[config.mk]
export PLATFORM = sky130hd
export DESIGN_NAME = bit_serial_adder
export DESIGN_NICKNAME = d
export VERILOG_FILES = /design/src/rtl/add_pkg.sv /design/src/rtl/half_adder_cell.sv /design/src/rtl/bit_serial_adder.sv
export SDC_FILE = /design/constraint.sdc
export NUM_CORES = 1
export LEC_CHECK = 0
export ABC_AREA = 1
export CORE_UTILIZATION = 28
export CTS_CLUSTER_SIZE = 16
export DETAILED_ROUTE_END_ITERATION = 7
export PLACE_DENSITY = 0.46
export SLEW_MARGIN = 40
export SYNTH_ARGS = -nofsm -noshare
export SYNTH_HDL_FRONTEND = slang
export SYNTH_SLANG_ARGS = --single-unit
[constraint.sdc]
create_clock -name clk -period 3 [get_ports clk]
set_clock_uncertainty 0.05 [all_clocks]
set_input_delay 0.6 -clock clk [delete_from_list [all_inputs] [get_ports clk]]
set_output_delay 0.6 -clock clk [all_outputs]
set_load 0.03 [all_outputs]
[src/rtl/add_pkg.sv]
// Shared definitions for the bit-serial adder slice: FSM encoding and default width.
package add_pkg;

    localparam int DEFAULT_WIDTH = 8;

    typedef enum logic [1:0] {
        IDLE  = 2'd0,
        SHIFT = 2'd1,
        DONE  = 2'd2
    } state_t;

endpackage : add_pkg

[src/rtl/half_adder_cell.sv]
// Single half-adder cell; the same cell used by the combinational slice upstream.
module half_adder_cell (
    input  logic a,
    input  logic b,
    output logic s,
    output logic c
);

    assign s = a ^ b;
    assign c = a & b;

endmodule : half_adder_cell

[src/rtl/bit_serial_adder.sv]
// LSB-first bit-serial adder: one operand bit pair per valid beat, WIDTH-bit sum
// assembled in a shift register and published together with the final carry.
module bit_serial_adder
    import add_pkg::*;
#(
    parameter int WIDTH = DEFAULT_WIDTH
) (
    input  logic             clk,
    input  logic             rst_n,
    input  logic             ena,
    input  logic             start,
    input  logic             in_valid,
    input  logic             in_a,
    input  logic             in_b,
    output logic [WIDTH-1:0] sum_out,
    output logic             carry_out,
    output logic             busy,
    output logic             done
);

    localparam int CW = $clog2(WIDTH + 1);

    state_t            state_r;
    state_t            state_next_s;
    logic [CW-1:0]     count_r;
    logic              carry_r;
    logic [WIDTH-1:0]  shreg_r;
    logic [WIDTH-1:0]  sum_out_r;
    logic              carry_out_r;
    logic              busy_r;
    logic              done_r;
    logic              busy_next_s;
    logic              done_next_s;

    logic              ha0_s;
    logic              ha0_c_s;
    logic              fa_sum_s;
    logic              ha1_c_s;
    logic              fa_carry_s;
    logic              beat_s;
    logic              last_beat_s;

    // Full adder from two half-adder cells; the second cell folds in the stored carry.
    half_adder_cell u_ha0 (
        .a (in_a),
        .b (in_b),
        .s (ha0_s),
        .c (ha0_c_s)
    );

    half_adder_cell u_ha1 (
        .a (ha0_s),
        .b (carry_r),
        .s (fa_sum_s),
        .c (ha1_c_s)
    );

    assign fa_carry_s  = ha0_c_s | ha1_c_s;
    // start wins over in_valid, so an aborting cycle never consumes a beat.
    assign beat_s      = (state_r == SHIFT) && in_valid && !start;
    assign last_beat_s = (count_r == CW'(WIDTH - 1));

    // FSM state register.
    always_ff @(posedge clk or negedge rst_n) begin
        if (!rst_n) begin
            state_r <= IDLE;
        end else if (ena) begin
            state_r <= state_next_s;
        end else begin
            state_r <= state_r;
        end
    end

    // FSM next-state logic.
    always_comb begin
        state_next_s = state_r;
        case (state_r)
            IDLE: begin
                if (start) begin
                    state_next_s = SHIFT;
                end else begin
                    state_next_s = IDLE;
                end
            end
            SHIFT: begin
                if (start) begin
                    state_next_s = SHIFT;
                end else if (beat_s && last_beat_s) begin
                    state_next_s = DONE;
                end else begin
                    state_next_s = SHIFT;
                end
            end
            DONE: begin
                if (start) begin
                    state_next_s = SHIFT;
                end else begin
                    state_next_s = IDLE;
                end
            end
            default: begin
                state_next_s = IDLE;
            end
        endcase
    end

    // FSM output decode; busy and done are registered from these.
    always_comb begin
        busy_next_s = 1'b0;
        done_next_s = 1'b0;
        case (state_r)
            DONE: begin
                done_next_s = 1'b1;
            end
            default: begin
                done_next_s = 1'b0;
            end
        endcase
        if (state_next_s == SHIFT) begin
            busy_next_s = 1'b1;
        end else begin
            busy_next_s = 1'b0;
        end
    end

    // Status output registers.
    always_ff @(posedge clk or negedge rst_n) begin
        if (!rst_n) begin
            busy_r <= 1'b0;
            done_r <= 1'b0;
        end else if (ena) begin
            busy_r <= busy_next_s;
            done_r <= done_next_s;
        end else begin
            busy_r <= busy_r;
            done_r <= done_r;
        end
    end

    // Beat counter, carry, shift register and the published result.
    always_ff @(posedge clk or negedge rst_n) begin
        if (!rst_n) begin
            count_r     <= '0;
            carry_r     <= 1'b0;
            shreg_r     <= '0;
            sum_out_r   <= '0;
            carry_out_r <= 1'b0;
        end else if (ena) begin
            if (start) begin
                count_r <= '0;
                carry_r <= 1'b0;
                shreg_r <= '0;
            end else if (beat_s) begin
                count_r <= count_r + CW'(1);
                carry_r <= fa_carry_s;
                shreg_r <= {fa_sum_s, shreg_r[WIDTH-1:1]};
                if (last_beat_s) begin
                    sum_out_r   <= {fa_sum_s, shreg_r[WIDTH-1:1]};
                    carry_out_r <= fa_carry_s;
                end else begin
                    sum_out_r   <= sum_out_r;
                    carry_out_r <= carry_out_r;
                end
            end else begin
                count_r <= count_r;
                carry_r <= carry_r;
                shreg_r <= shreg_r;
            end
        end else begin
            count_r     <= count_r;
            carry_r     <= carry_r;
            shreg_r     <= shreg_r;
            sum_out_r   <= sum_out_r;
            carry_out_r <= carry_out_r;
        end
    end

    assign sum_out   = sum_out_r;
    assign carry_out = carry_out_r;
    assign busy      = busy_r;
    assign done      = done_r;

endmodule : bit_serial_adder

* Yosys cells after proc, flatten, opt, wreduce, memory -nomap -nowiden
Index checks and enable logic that the tools add are counted.
Storage, ports and cells: flip-flop bits (word level) 26, input bits 7, output and inout port bits 11, logic and storage cells 40
Operators by class: add/subtract/negate cells 1, equality and inequality tests 4, multiplexer cells 12, bitwise operators 6, reduce and logical (&&, ||, !) cells 9
Operators with widths (number):
- $mux W8 | 2
- $mux W4 | 2
- $mux W1 | 5
- $add A4 B1 Y4 const B | 1
- $eq A2 B1 Y1 const B | 2
- $eq A4 B3 Y1 const B | 1
- $mux W2 | 2
- $pmux W2 S2 | 1
- $reduce_and A4 Y1 | 1
- $logic_and A1 B1 Y1 | 3
- $and A1 B1 Y1 | 2
- $eq A2 B2 Y1 const B | 1
- $logic_not A2 Y1 | 1
- $reduce_and A2 Y1 | 1
- $reduce_bool A2 Y1 | 1
- $reduce_or A2 Y1 | 1
- $xor A1 B1 Y1 | 2
- $logic_not A1 Y1 | 1
- $not A1 Y1 | 1
- $or A1 B1 Y1 | 1

* Depth between registers and ports, before layout
Gate-level depths: netlist of the first run.
word-level depth 9, depth in mapped cells 8, depth with buffers taken out 8

* Cells and area by module
A second synthesis of the first run with hierarchy kept.
Unflattened totals: cells, all modules 127, area, all modules 1113.6 um^2
Modules (own cells, without submodules):
- bit_serial_adder | times used 1, cells each 125, area each 1088.5 um^2, sequential area each 625.6 um^2
- half_adder_cell | times used 2, cells each 1, area each 12.5 um^2, sequential area each 0.0 um^2

* Least setup slack after synthesis of the first run
OpenSTA, ideal clock, no wires.
path kind input to register, start point input in_a, end point register shreg_r[7], setup time 0.074 ns, arrival 1.329 ns, data required time 2.876 ns, setup slack 1.547 ns, stages 3, buffers on the path 0, cells stage by stage fa_1 -> nand2_1 -> o21ai_2
Between the ends: cells in the longest elaborated chain, start to end 4
Ends and longest elaborated chain:
- start, declared | RTL line bit_serial_adder.sv:13 | input logic in_a,
- $xor A1 B1 Y1 (2 in series) | RTL line half_adder_cell.sv:9 | assign s = a ^ b;
- $mux W8 | RTL line bit_serial_adder.sv:153 | end else if (beat_s) begin
- $mux W8 | RTL line bit_serial_adder.sv:149 | if (start) begin
- end signal, assigned | RTL line bit_serial_adder.sv:156 | shreg_r <= {fa_sum_s, shreg_r[WIDTH-1:1]};
- end signal, assigned | RTL line bit_serial_adder.sv:167 | shreg_r <= shreg_r;
- end signal, assigned | RTL line bit_serial_adder.sv:172 | shreg_r <= shreg_r;
- end, declared | RTL line bit_serial_adder.sv:27 | logic [WIDTH-1:0] shreg_r;
Every way passes these cells. The select of a mux whose other input is x is not followed. A chain may end at the register's enable or synchronous reset.

* Final worst setup path of the first run
start point register sum_out_r[1] (netlist: sum_out[1]), end point output sum_out[1]
RTL lines:
- start, declared | RTL line bit_serial_adder.sv:28 | logic [WIDTH-1:0] sum_out_r;
- start signal, assigned | RTL line bit_serial_adder.sv:158 | sum_out_r <= {fa_sum_s, shreg_r[WIDTH-1:1]};
- start signal, assigned | RTL line bit_serial_adder.sv:161 | sum_out_r <= sum_out_r;
- start signal, assigned | RTL line bit_serial_adder.sv:173 | sum_out_r <= sum_out_r;
- end, declared | RTL line bit_serial_adder.sv:15 | output logic [WIDTH-1:0] sum_out,
No word-level cell between the ends.

==> metrics.yaml, run 1 <==
detailed_routing:
  viasPerCell: 4.39
  drt_iter0_markers: 37
  dr.pass1.iters: 5
  num_vias: 838
  wl_um: 2130
  drcViolationCount: 0
  route.detailed.wl_per_inst_um: 11.1
  final_antenna_net_count: 0
cells_and_area:
  drive_gt1_share_pct: 17.0
  num-fill-cells: 411
  seqCellArea_um2: 626
  n_antenna_cell: 0
  multi_input_area_um2: 492
  nets: 151
  area_growth_syn_to_layout_pct: 22.0
clocking:
  cts_buffers: 3
  clkLatencyLatePin_ns: 0.27
  path_clk_slew_ns: 0.09
  htreeDepth: 1
  cts_setup_buffers: 0
  cts-hold-fix-buffers: 0
  cts_max_path_buffers: 2
  clock-root-buffer: "clkbuf_8"
  cts_resized: 0
  cts_tree: "built"
  cts.sinks: 25
sta:
  final_max_slew_viol_count: 0
  hold_viol: 0
  fin_ws_ns: 1.05
  slew-limit-headroom_pct: 62.3
  finalCriticalPeriod_ns: 1.95
  rsz0062_at_grt: "false"
  finalSetupViolCount: 0
  fin_crit_sh_pct: 65.0
  fin_tns_setup_ns: 0
  tightest_slew_ns: 0.564
  clock.fmax_mhz: 512
yosys:
  synth_top_family_by_area: "simple AND/OR/NAND/NOR gates"
  synth_cells: 123
  postSynth.asyncResetShare_pct: 100
  synth.area.mux_share_pct: 0
  post_synth_instance_area_um2: 1170
  yosys.area.top_type: "dfrtp_1"
  synth_warnings: 0
  synth_seq_cells: 25
  yosysMostFrequentCell: "nand2_1"
  synth_cell_types: 22
  synth_enable_flop_cells: 0
  ys_seq_area_share_pct: 53.4
  synthAdderAreaFrac_pct: 2.78
  synth_xor_area_share_pct: 0
  synth_top_area_share_pct: 53.4
  synth_ff_type: "dfrtp_1"
  synth_nets: 132
  synth_compound_area_share_pct: 10.1
  yosys-top-cells-count: "nand2_1 (45), dfrtp_1 (25), nand3_1 (14)"
  synthSimpleGateAreaFrac_pct: 29.1
  avgSynthCellArea_um2: 9.52
  yosys-top-cells-area: "dfrtp_1 (53%), nand2_1 (14%), o21ai_2 (8.2%)"
pwr:
  powerDensity_nw_per_um2: 488
  ir_worst_vdd_uv: 155
  p_leak_nw: 0.684
floorplanning:
  initial_core_util_pct: 29.3
  num_rows: 23
  die_w_um: 66.7
  io_pins: 18
  dieArea_um2: 4440
  coreArea_um2: 4000
  die_h_um: 66.7
placement:
  globalplace.congestion: 0.746
  portBuffers: 17
  place_worst_setup_slack_ns: 0.859
  dp_hpwl_um: 1570
setup_path:
  cp_slowest_cell: "clkdlybuf4s50_1"
  path_max_fanout: 2
  path_cells: "clkdlybuf4s50_1"
  worst_setup_path_start_kind: "flop"
  worstSetupPathType: "flop to output pin"
  crit_family: "buffers and inverters"
  rrSetupSlack_ns: 1.60
  crit_path_max_incr_delay_ns: 0.67
  arrival_ns: 1.30
  worstPathRequired_ns: 2.35
  cp-end-kind: "output pin"
  worst-path-buf-inv: 1
worst_hold_path:
  hp-class: "flop to flop"
global_route:
  grt_max_degree: 26
  antenna_found_initial: 0
  track_usage_pct: 11.5
  grt_pass1_wl_um: 3810
  grt_pass1_vias: 793
  grt_overflow: 0
outcome:
  status: "finished clean"
job:
  maxCapViolations: 0
## layer usage
metal / GRT usage (%) / wire length, µm / vias to the layer above
met5: 0 / 0 / -
met4: 3.99 / 15 / 0
met3: 2.05 / 86 / 2
met2: 17.6 / 991 / 18
met1: 16.2 / 1030 / 389
li1: - / - / 429
## worst min-delay path, cell delays in order, from the launching register on
cell and delay (ns):
dfrtp_1 0.35, nand2_1 0.05, nand2_1 0.04
## layout by cell type (no fill, tap or decap)
cell,count
nand2_1,45
dfrtp_1,25
clkdlybuf4s50_1,17
nand3_1,14
o21ai_2,11
inv_1,5
nor2_1,3
clkbuf_8,3
nand2_2,2
nand2_4,2
o21ai_0,2
nand3_4,1
inv_2,1
nor2_8,1
or2_2,1
nor3_1,1
o21ai_1,1
o31ai_1,1
nand4_1,1
fa_1,1
ha_1,1
clkinvlp_4,1
buf_4,1
## logic make-up (layout without fill, tap and decap cells)
family / Yosys count / in the layout
fa+ha+maj: 2 / 2
compound gates: 15 / 15
buf+inv: 10 / 28
flops: 25 / 25
simple gates: 71 / 71
## final cells by class
type	count	area share, %
flip-flops and latches	25	43.8
multi-input cells	88	34.4
repair buffers	18	12.4
well taps	50	4.38
clock buffers	3	2.89
inverters	6	1.58
clock inverters	1	0.525
## registers in the layout (all words and copies together), names as in the netlist
name       flops
busy           1
carry_out      1
carry_r        1
count_r        4
done           1
shreg_r        7
state_r        2
sum_out        8
## where the power goes
part	switching [mW]	internal [mW]	total (mW)
Clock	0.111	0.0942	0.205
Sequential	0.0228	0.360	0.383
Combinational	0.0655	0.0433	0.109
Total	0.199	0.498	0.697
## final timing paths
| kind | startpoint | to | depth (start not counted) |
|---|---|---|---|
| min in group asynchronous | rst_n | count_r[0] | 2 |
| max | sum_out[1] | sum_out[1] | 1 |
| min | carry_out | carry_out | 2 |
| max in group asynchronous | rst_n | carry_r | 2 |
| max reg2reg | count_r[0] | sum_out[4] | 8 |
| min reg2reg | carry_out | carry_out | 2 |
## through the flow
step | cells | area (µm²) | util [%] | total power [mW] | hold WS (ns)
after detailed placement | 187 | 1380 | 34.5 | 0.500 | 0.410
after global routing | 191 | 1430 | 35.7 | 0.739 | 0.461
after floorplan | 123 | 1170 | - | 0.465 | 0.254
after global placement | 187 | 1380 | 34.5 | 0.499 | 0.405
after CTS | 191 | 1430 | 35.7 | 0.710 | 0.433
final | 191 | 1430 | 35.7 | 0.697 | 0.424
(Power assumes the default switching activity.)
==> inputs of run 2 (changes only) <==
- PLACE_DENSITY: 0.46 -> 0.48
- clock period: 3 -> 1.62 ns (I/O delays scaled with it)
==> run 2 against run 1 <==
  * Die area is the same
  * Final area grew 2.3%
  * Critical path depth is the same
  * Sequential share of layout area shrank 0.97 points
  * First-iteration DRC count shrank 11%
  * Combinational power grew 92%
  * Sequential cell count is the same
  * Largest power group unchanged
  * Register-to-register slack lost 1.4 ns
==> metrics.yaml, run 2 (synthesis results as in run 1) <==
setup_path:
  arrival_ns: 1.02  # was 1.30 ns
  worstSetupPathType: "flop to output pin"  # unchanged
  worstPathRequired_ns: 1.25  # was 2.35 ns
  path_cells: "dlygate4sd2_1"  # was clkdlybuf4s50_1
  crit_family: "buffers and inverters"  # unchanged
  cp-end-kind: "output pin"  # unchanged
  cp_slowest_cell: "dlygate4sd2_1"  # was clkdlybuf4s50_1
  crit_path_max_incr_delay_ns: 0.40  # was 0.67 ns
  worst-path-buf-inv: 1  # unchanged
  ff2ff_path_depth: 8  # unchanged
  path_max_fanout: 2  # unchanged
  path_depth: 1  # unchanged
  worst_setup_path_start_kind: "flop"  # unchanged
floorplanning:
  coreArea_um2: 4000  # unchanged
  num_rows: 23  # unchanged
  dieArea_um2: 4440  # unchanged
  initial_core_util_pct: 29.3  # unchanged
  die_h_um: 66.7  # unchanged
  io_pins: 18  # unchanged
  die_w_um: 66.7  # unchanged
worst_hold_path:
  hp-class: "primary input to async pin"  # was flop to flop
cells_and_area:
  n_antenna_cell: 0  # unchanged
  num-fill-cells: 419  # was 411
  final_cells: 196  # was 191
  mostFrequentLayoutCells: "nand2_1 (45), dfrtp_1 (25), nand3_1 (14)"  # was nand2_1 (45), dfrtp_1 (25), clkdlybuf4s50_1 (17)
  drive_gt1_share_pct: 19.2  # was 17.0%
  area_growth_syn_to_layout_pct: 24.8  # was 22.0%
  largest_register_ffs: 8  # unchanged
  final_common_cell: "nand2_1"  # unchanged
  nets: 156  # was 151
global_route:
  grt_max_degree: 26  # unchanged
  track_usage_pct: 11.7  # was 11.5%
  grt_overflow: 0  # unchanged
  grt_pass1_vias: 865  # was 793
  grt_pass1_wl_um: 3940  # was 3810 µm
  antenna_found_initial: 0  # unchanged
pwr:
  power_mw: 1.29  # was 697 µW
  powerDensity_nw_per_um2: 883  # was 488 nW/µm²
  p_leak_nw: 0.765  # was 0.684 nW
  ir_worst_vdd_uv: 319  # was 155 µV
clocking:
  cts_setup_buffers: 0  # unchanged
  clock-root-buffer: "clkbuf_8"  # unchanged
  cts.sinks: 25  # unchanged
  cts-hold-fix-buffers: 0  # unchanged
  path_clk_slew_ns: 0.09  # about the same
  cts_buffers: 3  # unchanged
  cts_tree: "built"  # unchanged
  cts_resized: 11  # was 0
  htreeDepth: 1  # unchanged
  clkLatencyLatePin_ns: 0.26  # was 0.27 ns
  cts_max_path_buffers: 2  # unchanged
detailed_routing:
  dr.pass1.iters: 4  # was 5
  final_antenna_net_count: 0  # unchanged
  route.detailed.wl_per_inst_um: 10.9  # was 11.1 µm
  drt_iter0_markers: 33  # was 37
  drcViolationCount: 0  # unchanged
  num_vias: 861  # was 838
  wl_um: 2130  # about the same
  viasPerCell: 4.39  # about the same
sta:
  finalSetupViolCount: 0  # unchanged
  finalCriticalPeriod_ns: 1.40
  timing.hold.ws_ns: 0.359  # was 0.424 ns
  fin_tns_setup_ns: 0  # unchanged
  tightest_slew_ns: 0.327  # was 0.564 ns
  rsz0062_at_grt: "false"  # unchanged
  final_max_slew_viol_count: 0  # unchanged
  fin_crit_sh_pct: 86.2
  clock.fmax_mhz: 716
  slew-limit-headroom_pct: 78.2  # was 62.3%
  hold_viol: 0  # unchanged
  fin_ws_ns: 0.224  # was 1.05 ns
job:
  maxCapViolations: 0  # unchanged
placement:
  dp_cells: 192  # was 187
  dp_hpwl_um: 1550  # was 1570 µm
  portBuffers: 17  # unchanged
  globalplace.congestion: 0.695  # was 0.746
  place_worst_setup_slack_ns: -0.0529  # was 0.859 ns
outcome:
  status: "finished clean"  # unchanged
-- run 2: cell type report --
cell class	instances	area, µm²	area share [%]
Timing Repair Buffer	23	214	14.6
Sequential cell	25	626	42.8
Clock buffer	4	45.0	3.08
Tap cell	50	62.6	4.28
Multi-Input combinational cell	88	492	33.6
Inverter	6	22.5	1.54
-- run 2: routing by layer --
metal / global-route usage (%) / vias up / part of all wire [%]
met5: 0 / - / 0
met4: 4.79 / 0 / 0.85
met3: 2.05 / 2 / 2.6
met2: 18.2 / 8 / 45
met1: 15.9 / 407 / 52
li1: - / 444 / -
-- run 2: metrics by stage --
| step | util, % | area, µm² |
|---|---|---|
| after floorplan | - | 1170 |
| after global placement | 35.8 | 1430 |
| after detailed placement | 35.8 | 1430 |
| after CTS | 36.5 | 1460 |
| after global routing | 36.5 | 1460 |
| final | 36.5 | 1460 |
-- run 2: path summary, 6_finish.rpt --
check | startpoint | to | slack, ns
worst max register to register | count_r[0] | sum_out[2] | 0.23
max in group asynchronous | rst_n | shreg_r[4] | 0.91
worst min-delay path | rst_n | count_r[3] | 0.36
worst max-delay path | sum_out[7] | sum_out[7] | 0.22
min in group clk | sum_out[3] | sum_out[3] | 0.42
worst min register to register | sum_out[3] | sum_out[3] | 0.42
-- run 2: report_power, final --
part           switching (mW)  internal (mW)  leakage, nW
logic                   0.124         0.0857        0.402
clock network           0.196          0.176       0.0228
registers              0.0424          0.667        0.340
==> inputs of run 3 (changes only) <==
- ABC_AREA: 1 -> not set
==> run 3 against run 2 <==
  * First-iteration DRC count is 15% higher
  * Worst setup slack worse by 0.15 ns
  * Combinational power is 46% lower
  * Via count is 17% lower
  * Count of clock-buffer cells in the layout is 1 lower
  * Global-route usage is 0.54 points lower
  * Cell count is 22% lower
  * Clock power is 2% higher
  * Maximum frequency is 9.4% lower
  * Sequential cell count stayed put
  * Critical path type is now flop to flop
  * Highest routed layer unchanged
==> metrics.yaml, run 3 <==
cells_and_area:
  utilization_pct: 38.3  # was 36.5%
  mostFrequentLayoutCells: "dfrtp_1 (25), dlygate4sd2_1 (11), a22o_1 (9), buf_4 (9), mux2_2 (8)"  # was nand2_1 (45), dfrtp_1 (25), nand3_1 (14)
  nets: 114  # was 156
  area_growth_syn_to_layout_pct: 30.6  # was 24.8%
  seqCellArea_um2: 626  # unchanged
  multi_input_area_um2: 428  # was 492 µm²
  drive_gt1_share_pct: 26.9  # was 19.2%
  num-fill-cells: 377  # was 419
  final_common_cell: "dfrtp_1"  # was nand2_1
  largest_register_ffs: 8  # unchanged
  n_antenna_cell: 0  # unchanged
global_route:
  grt_overflow: 0  # unchanged
  antenna_found_initial: 0  # unchanged
  grt_pass1_wl_um: 3450  # was 3940 µm
  grt_max_degree: 26  # unchanged
  track_usage_pct: 11.2  # was 11.7%
  grt_pass1_vias: 724  # was 865
clocking:
  cts_buffers: 3  # unchanged
  clock-root-buffer: "clkbuf_8"  # unchanged
  cts_tree: "built"  # unchanged
  cts.sinks: 25  # unchanged
  cts-hold-fix-buffers: 0  # unchanged
  cts_max_path_buffers: 2  # unchanged
  htreeDepth: 1  # unchanged
  path_clk_slew_ns: 0.09  # about the same
  clkLatencyLatePin_ns: 0.27  # was 0.26 ns
setup_path:
  r2r-start: "count_r[0]"  # unchanged
  crit_family: "flip-flops"  # was buffers and inverters
  crit_path_max_incr_delay_ns: 0.41  # was 0.40 ns
  worst-path-buf-inv: 0  # was 1
  worstPathRequired_ns: 1.74  # was 1.25 ns
  path_max_fanout: 9  # was 2
  worstSetupPathType: "flop to flop"  # was flop to output pin
  cp_slowest_cell: "dfrtp_1"  # was dlygate4sd2_1
  arrival_ns: 1.66  # was 1.02 ns
  worst_setup_path_start_kind: "flop"  # unchanged
  r2r_end: "sum_out[4]"  # was sum_out[2]
  cp-end-kind: "flop"  # was output pin
  ff2ff_path_depth: 4  # was 8
  rrSetupSlack_ns: 0.08  # was 0.23 ns
  path_cells: "ha_1 -> and4bb_4 -> nand3_4 -> mux2_2"  # was dlygate4sd2_1
floorplanning:
  die_h_um: 64.2  # was 66.7 µm
  dieArea_um2: 4120  # was 4440 µm²
  num_rows: 22  # was 23
  coreArea_um2: 3690  # was 4000 µm²
  io_pins: 18  # unchanged
  initial_core_util_pct: 29.3  # about the same
  die_w_um: 64.2  # was 66.7 µm
sta:
  finalCriticalPeriod_ns: 1.54  # was 1.40 ns
  fin_crit_sh_pct: 95.2  # was 86.2%
  hold_viol: 0  # unchanged
  tightest_slew_ns: 0.322  # was 0.327 ns
  slew-limit-headroom_pct: 78.5  # was 78.2%
  rsz0062_at_grt: "false"  # unchanged
  fin_ws_ns: 0.0784  # was 0.224 ns
  final_max_slew_viol_count: 0  # unchanged
  clock.fmax_mhz: 649  # was 716 MHz
  finalSetupViolCount: 0  # unchanged
detailed_routing:
  dr.pass1.iters: 4  # unchanged
  drcViolationCount: 0  # unchanged
  final_antenna_net_count: 0  # unchanged
  viasPerCell: 4.72  # was 4.39
  route.detailed.wl_per_inst_um: 13.1  # was 10.9 µm
  wl_um: 1990  # was 2130 µm
  drt_iter0_markers: 38  # was 33
  num_vias: 718  # was 861
yosys:
  postSynth.asyncResetShare_pct: 100  # unchanged
  synth_cell_types: 31  # was 22
  yosys-top-cells-area: "dfrtp_1 (58%), mux2_2 (8.3%), a22o_1 (7.3%)"  # was dfrtp_1 (53%), nand2_1 (14%), o21ai_2 (8.2%)
  yosysMostFrequentCell: "dfrtp_1"  # was nand2_1
  yosys.area.top_type: "dfrtp_1"  # unchanged
  synth_top_area_share_pct: 57.8  # was 53.4%
  synth_enable_flop_cells: 0  # unchanged
  synth_warnings: 0  # unchanged
  synth_nets: 85  # was 132
  synth_seq_cells: 25  # unchanged
  yosys-top-cells-count: "dfrtp_1 (25), a22o_1 (9), mux2_2 (8)"  # was nand2_1 (45), dfrtp_1 (25), nand3_1 (14)
  ys_seq_area_share_pct: 57.8  # was 53.4%
  avgSynthCellArea_um2: 14.2  # was 9.52 µm²
  synth_cells: 76  # was 123
  synth_ff_type: "dfrtp_1"  # unchanged
  post_synth_instance_area_um2: 1080  # was 1170 µm²
pwr:
  p_clk_share_pct: 33.0  # was 28.8%
  swShare_pct: 24.1  # was 28.0%
  internal_power_uw: 876  # was 928 µW
  ir_worst_vdd_uv: 261  # was 319 µV
  p_leak_nw: 0.696  # was 0.765 nW
  p_comb_share_pct: 9.8  # was 16.2%
  seqPwrFrac_pct: 57.2  # was 55.0%
  p_switching_uw: 278  # was 362 µW
  powerDensity_nw_per_um2: 816  # was 883 nW/µm²
placement:
  portBuffers: 17  # unchanged
  place_worst_setup_slack_ns: -0.166  # was -0.0529 ns
  globalplace.congestion: 0.732  # was 0.695
  dp_hpwl_um: 1390  # was 1550 µm
outcome:
  status: "finished clean"  # unchanged
job:
  maxCapViolations: 0  # unchanged
worst_hold_path:
  hp-class: "primary input to async pin"  # unchanged
-- run 3: cell types whose count changed in the layout (fill, tap and decap cells not counted), moves of 4 or more --
cell / before / now
nand3_1: 14 / 1
mux2_2: 0 / 8
buf_4: 5 / 9
o21ai_2: 11 / 1
a22o_1: 0 / 9
nand2_1: 45 / 0
-- run 3: power by group through the flow --
stage	Combinational, mW	Clock (mW)	Sequential [mW]
after detailed placement	0.115	0	0.673
final	0.113	0.381	0.661
after floorplan	0.0513	0	0.670
after global routing	0.127	0.424	0.665
after global placement	0.113	0	0.673
after CTS	0.115	0.404	0.661
-- run 3: routing by layer --
| metal | global-route usage [%] | wire, µm |
|---|---|---|
| met5 | 0 | 0 |
| met4 | 5.83 | 17 |
| met3 | 2.14 | 48 |
| met2 | 16.9 | 877 |
| met1 | 15.0 | 1040 |
-- run 3: area by class of cell --
| type | instances | share of cell area, % |
|---|---|---|
| Sequential cell | 25 | 44.2 |
| Multi-Input combinational cell | 46 | 30.3 |
| Timing Repair Buffer | 27 | 17.3 |
| Tap cell | 48 | 4.25 |
| Clock buffer | 3 | 2.92 |
| Clock inverter | 1 | 0.531 |
| Inverter | 2 | 0.531 |
-- run 3: stage by stage --
| step | setup TNS, ns | cell area, µm² | hold slack, ns | cells | total power [mW] |
|---|---|---|---|---|---|
| 2_1_floorplan | 0 | 1080 | -0.0216 | 76 | 0.722 |
| 3_3_place_gp | -1.60 | 1380 | 0.430 | 148 | 0.786 |
| 3_5_place_dp | -1.93 | 1380 | 0.446 | 148 | 0.789 |
| 4_1_cts | 0 | 1410 | 0.366 | 152 | 1.18 |
| 5_1_grt | 0 | 1410 | 0.373 | 152 | 1.22 |
| 6_report | 0 | 1410 | 0.354 | 152 | 1.15 |
-- run 3: how the worst max path moves through the flow --
stage	startpoint	to	slack, ns	cells after the start
3_5_place_dp	in_valid	carry_out	-0.17	4
6_report	count_r[0]	sum_out[4]	0.08	4
2_1_floorplan	count_r[0]	sum_out[0]	0.17	4
5_1_grt	count_r[0]	sum_out[5]	0.02	4
4_1_cts	count_r[0]	sum_out[4]	0.06	4
3_3_place_gp	in_valid	carry_out	-0.13	4
-- run 3: kinds of logic after synthesis --
logic type	count (synthesis)	synth area share, %
AOI/OAI and AO/OA	20	14.1
DFF	25	57.8
buffers and inverters	5	2.66
and+or+nand+nor	13	10.4
muxes	11	12.0
adders and majority gates	2	3.01
-- run 3: timing repair --
item | CTS | global route
resized for setup | 11 | 0
setup endpoints to repair | 11 | 0
buffers inserted | 0 | 0
